`src/rtl/inverter_bist_ctrl.sv`:
```
// On-chip self-test sequencer for the NAND-only inverter: applies an alternating
// 1/0 pattern, waits a settle time per vector, and counts non-inverted outputs.
module inverter_bist_ctrl #(
  parameter int NUM_VECTORS   = 5,
  parameter int SETTLE_CYCLES = 4,
  parameter int ERR_W         = 4,
  parameter int IDX_W         = 4
) (
  input  logic             clk,
  input  logic             rst,
  input  logic             start,
  input  logic             dut_out,
  output logic             dut_in,
  output logic             busy,
  output logic             done,
  output logic             pass,
  output logic [ERR_W-1:0] err_count,
  output logic [IDX_W-1:0] vec_idx
);

  // The settle counter only needs to reach SETTLE_CYCLES-1.
  localparam int CNT_W = (SETTLE_CYCLES > 1) ? $clog2(SETTLE_CYCLES) : 1;
  localparam logic [CNT_W-1:0] SETTLE_LAST = CNT_W'(SETTLE_CYCLES - 1);
  localparam logic [IDX_W-1:0] IDX_LAST    = IDX_W'(NUM_VECTORS - 1);
  localparam logic [ERR_W-1:0] ERR_MAX     = '1;

  typedef enum logic [2:0] {
    IDLE,
    DRIVE,
    SETTLE,
    CHECK,
    DONE
  } state_t;

  state_t           state;
  logic [CNT_W-1:0] settle_cnt;
  logic             mismatch;

  // A healthy inverter never echoes its input.
  assign mismatch = (dut_out == dut_in);

  always_ff @(posedge clk or posedge rst) begin
    if (rst) begin
      state      <= IDLE;
      dut_in     <= 1'b0;
      busy       <= 1'b0;
      done       <= 1'b0;
      pass       <= 1'b0;
      err_count  <= '0;
      vec_idx    <= '0;
      settle_cnt <= '0;
    end else begin
      case (state)
        IDLE, DONE: begin
          if (start) begin
            state     <= DRIVE;
            err_count <= '0;
            vec_idx   <= '0;
            done      <= 1'b0;
            pass      <= 1'b0;
            busy      <= 1'b1;
          end
        end
        DRIVE: begin
          dut_in     <= ~vec_idx[0];
          settle_cnt <= '0;
          state      <= SETTLE;
        end
        SETTLE: begin
          settle_cnt <= settle_cnt + 1'b1;
          if (settle_cnt == SETTLE_LAST) begin
            state <= CHECK;
          end
        end
        CHECK: begin
          if (mismatch && (err_count != ERR_MAX)) begin
            err_count <= err_count + 1'b1;
          end
          // The verdict must account for this final sample, hence the explicit mismatch term.
          if (vec_idx == IDX_LAST) begin
            state <= DONE;
            busy  <= 1'b0;
            done  <= 1'b1;
            pass  <= (err_count == '0) && !mismatch;
          end else begin
            vec_idx <= vec_idx + 1'b1;
            state   <= DRIVE;
          end
        end
        default: state <= IDLE;
      endcase
    end
  end

endmodule

```
`config.mk`:
```
export PLATFORM = sky130hd
export DESIGN_NAME = inverter_bist_ctrl
export DESIGN_NICKNAME = d
export VERILOG_FILES = /design/src/rtl/inverter_bist_ctrl.sv
export SDC_FILE = /design/constraint.sdc
export NUM_CORES = 1
export LEC_CHECK = 0
export CAP_MARGIN = 20
export CORE_AREA = 2 2 50 52
export DETAILED_ROUTE_END_ITERATION = 8
export DIE_AREA = 0 0 52 54
export PLACE_DENSITY_LB_ADDON = 0.3
export SLEW_MARGIN = 15
export SYNTH_ARGS = -nofsm -noshare
export SYNTH_HDL_FRONTEND = slang
export SYNTH_SLANG_ARGS = --single-unit
export TNS_END_PERCENT = 5
```
`constraint.sdc`:
```
create_clock -name clk -period 1.5 [get_ports clk]
set_input_delay 0.3 -clock clk [delete_from_list [all_inputs] [get_ports clk]]
set_output_delay 0.3 -clock clk [all_outputs]
set_load 0.01 [all_outputs]
```
==> flow_metrics.tcl <==
set metrics [dict create \
    grt_pass1_vias 809 \
    cts_tree "built" \
    p_int_mw 1.247 \
    combPwrFrac_pct 51.8 \
    fmax_ghz 0.6839 \
    regToRegSetupSlack_ns 0.04 \
    io_buffers 15 \
    switchingPower_mw 0.8490 \
    p_leak_nw 0.6372 \
    hp-class "in2async" \
    slew_violations 0 \
    setup_viol 0 \
    cp.required_ns 1.73 \
    max-slew-margin-rel_pct 77.28 \
    final-instance-count-excl-fill 153 \
    dieArea_sq_mm 0.002808 \
    grt_usage_pct 17.61 \
    insertion_delay_ns 0.29 \
    row_count 18 \
    cp-end-kind "register" \
    core-area_sq_mm 0.002320 \
    seqPwrFrac_pct 36.4 \
    cts_buffers 3 \
    hpwl_mm 1.460 \
    grt_max_degree 18 \
    fin_crit_sh_pct 97.48 \
    yosysTopAreaCell "dfrtp_1" \
    arrival_ns 1.69 \
    postSynthAreaPerCell_sq_um 10.58 \
    drive_above_1_share_pct 24.39 \
    place_area_sq_mm 0.001226 \
    fin_crit_ns 1.462 \
    grt.overflow.total 0 \
    vias 816 \
    ys_seq_area_share_pct 41.87 \
    fin_area_sq_mm 0.001296 \
    wire_per_inst_microns 13.44 \
    first_pass_iters 4 \
    finalPower_mw 2.097 \
    clockPowerShare_pct 11.8 \
    final_common_cell "dfrtp_1" \
    areaGrowthSynthToFinish_pct 27.59 \
    ant_nets 0 \
    numPlacedInstances 146 \
    critPathMaxFanout 3 \
    topRoutingLayerUsed "met4" \
    synthTopCellsByArea "dfrtp_1 42%, ha_1 6.2%, mux2i_1 4.9%" \
    layout.area.seq_sq_um 429.2 \
    drv_cap 0 \
    yosysTopAreaCellShare_pct 41.87 \
    post-route-drc-count 0 \
    ys_ff_latch 17 \
    p_sw_share_pct 40.50 \
    wl_met3_microns 70 \
    layout_common_cells "14 x dfrtp_1, 12 x buf_4, 9 x dlygate4sd2_1" \
    grt_first_pass_wirelength_mm 3.594 \
    antenna_found_initial 0 \
    synth_fp_nets 105 \
    antennaDiodeCount 0 \
    num-fill-cells 214 \
    first_iter_violations 13 \
    ios 16 \
    power_density_mw_per_mm2 1617 \
    start_util_pct 43.80 \
    netlist_instances 96 \
    viasPerCell 5.333 \
    hold_violations 0 \
    cts_buffer_depth 2 \
    worst_pin_slew_ns 0.3397 \
    preCtsSetupSlack_ns -0.1968 \
    setup_slack_ns 0.03777 \
    status "completed" \
    globalplace.congestion 0.7641 \
    met2WireLength_mm 1.013 \
    wirelength_mm 2.057 \
    cts_max_level 1 \
    cp-start-kind "register" \
    synth_area_sq_mm 0.001016 \
    criticalPathCategory "reg2reg" \
    drt-met1-wl_microns 956 \
    finalClockSkew_ns 0.003773 \
    rsz0062_at_grt "true" \
    peakVddDrop_mv 1.029 \
    ys_types 37 \
    fp.dieH_microns 54 \
    cts_root_buffer "clkbuf_4" \
    fin_nets 133 \
    clock_sinks 17 \
    path_clk_slew_ns 0.10 \
    multiInputGateArea_sq_um 535.5 \
    die_x_microns 52 \
    synth_warnings 0 \
]
[per-stage QoR]
stage / setup TNS, ns / hold WS, ns / util, %
floorplan: 0 / 0.2261 / -
global placement: -0.8805 / 0.4765 / 52.86
detailed placement: -1.184 / 0.4732 / 52.86
CTS: -0.008540 / 0.3215 / 54.32
global route: -0.01583 / 0.3751 / 55.88
finish: 0 / 0.3161 / 55.88
[cells in the mapped netlist (all sizes together)]
| cell type | number |
|---|---|
| nand2 | 4 |
| or4 | 1 |
| a211oi | 1 |
| nor3 | 1 |
| inv | 8 |
| xor2 | 1 |
| and4 | 1 |
| a21oi | 2 |
| xnor2 | 2 |
| or4b | 1 |
| and3 | 1 |
| a22oi | 2 |
| and3b | 2 |
| o211ai | 2 |
| nand3 | 5 |
| ha | 5 |
| a31oi | 3 |
| nor2 | 6 |
| and2 | 1 |
| nor3b | 2 |
| a21o | 1 |
| nor2b | 1 |
| buf | 4 |
| a311oi | 1 |
| nand4 | 1 |
| a21boi | 1 |
| nand3b | 2 |
| o21ai | 10 |
| dfrtp | 17 |
| mux2i | 6 |
| or3b | 1 |
[registers in the layout, indices dropped and copies added, names as in the netlist]
name / cells
busy: 1
done: 1
dut_in: 1
err_count: 4
pass: 1
settle_cnt: 2
state: 3
vec_idx: 4
[area by class of cell]
class | instances | share of cell area [%]
clock buffers | 3 | 1.737
clock inverters | 1 | 0.3861
inverters | 8 | 2.317
multi-input cells | 67 | 41.31
flip-flops and latches | 17 | 33.11
well taps | 30 | 2.896
repair buffers | 27 | 18.24
[cells by family (layout without fill, tap and decap cells)]
group	after synthesis	count (layout)	share of synthesized area (%)
multiplexers	6	6	7.143
AO/OA/AOI/OAI	23	23	15.27
adder cells (fa/ha/maj)	5	5	6.158
flip-flops	17	17	41.87
AND/OR/NAND/NOR	30	30	18.84
XOR/XNOR	3	3	3.326
buffers and inverters	12	39	7.389
[per-layer routing]
layer / vias to the layer above / GRT usage (%)
met1: 399 / 22.70
met4: 0 / 9.211
li1: 401 / -
met3: 2 / 3.056
met2: 14 / 28.27
met5: - / 0
[power groups by stage]
| stage | registers [mW] | logic, mW | clock network, mW |
|---|---|---|---|
| finish | 0.762 | 1.09 | 0.248 |
| global route | 0.790 | 1.20 | 0.276 |
| CTS | 0.763 | 1.06 | 0.253 |
| detailed placement | 0.780 | 1.07 | 0 |
| global placement | 0.772 | 1.03 | 0 |
| floorplan | 0.775 | 0.722 | 0 |
[worst paths after layout]
path,start,to,cells past startpoint
hold / removal,rst,pass$_DFFE_PP0P_,3
hold reg to reg,done$_DFFE_PP0P_,done$_DFFE_PP0P_,1
setup reg to reg,vec_idx[0]$_DFFE_PP0P_,vec_idx[3]$_DFFE_PP0P_,6
setup / recovery,vec_idx[0]$_DFFE_PP0P_,vec_idx[3]$_DFFE_PP0P_,6
min in group clk,done$_DFFE_PP0P_,done$_DFFE_PP0P_,1
max in group asynchronous,rst,dut_in$_DFFE_PP0P_,3
[repair_timing]
item,in CTS,in global routing
endpoints found under the setup margin,9,4
cloned,0,0
pin swaps,0,1
endpoints found under the hold margin,0,0
hold buffers,0,0
gates resized for setup,11,8
buffers inserted,2,1
[worst max-delay path, stage by stage (launching register included)]
cell and delay, ns:
dfrtp_1 0.36, buf_4 0.11, inv_2 0.04, ha_4 0.16
and3b_1 0.19, or4_4 0.48, o21ai_2 0.07
Note: power is estimated with default switching activity, not from simulation.
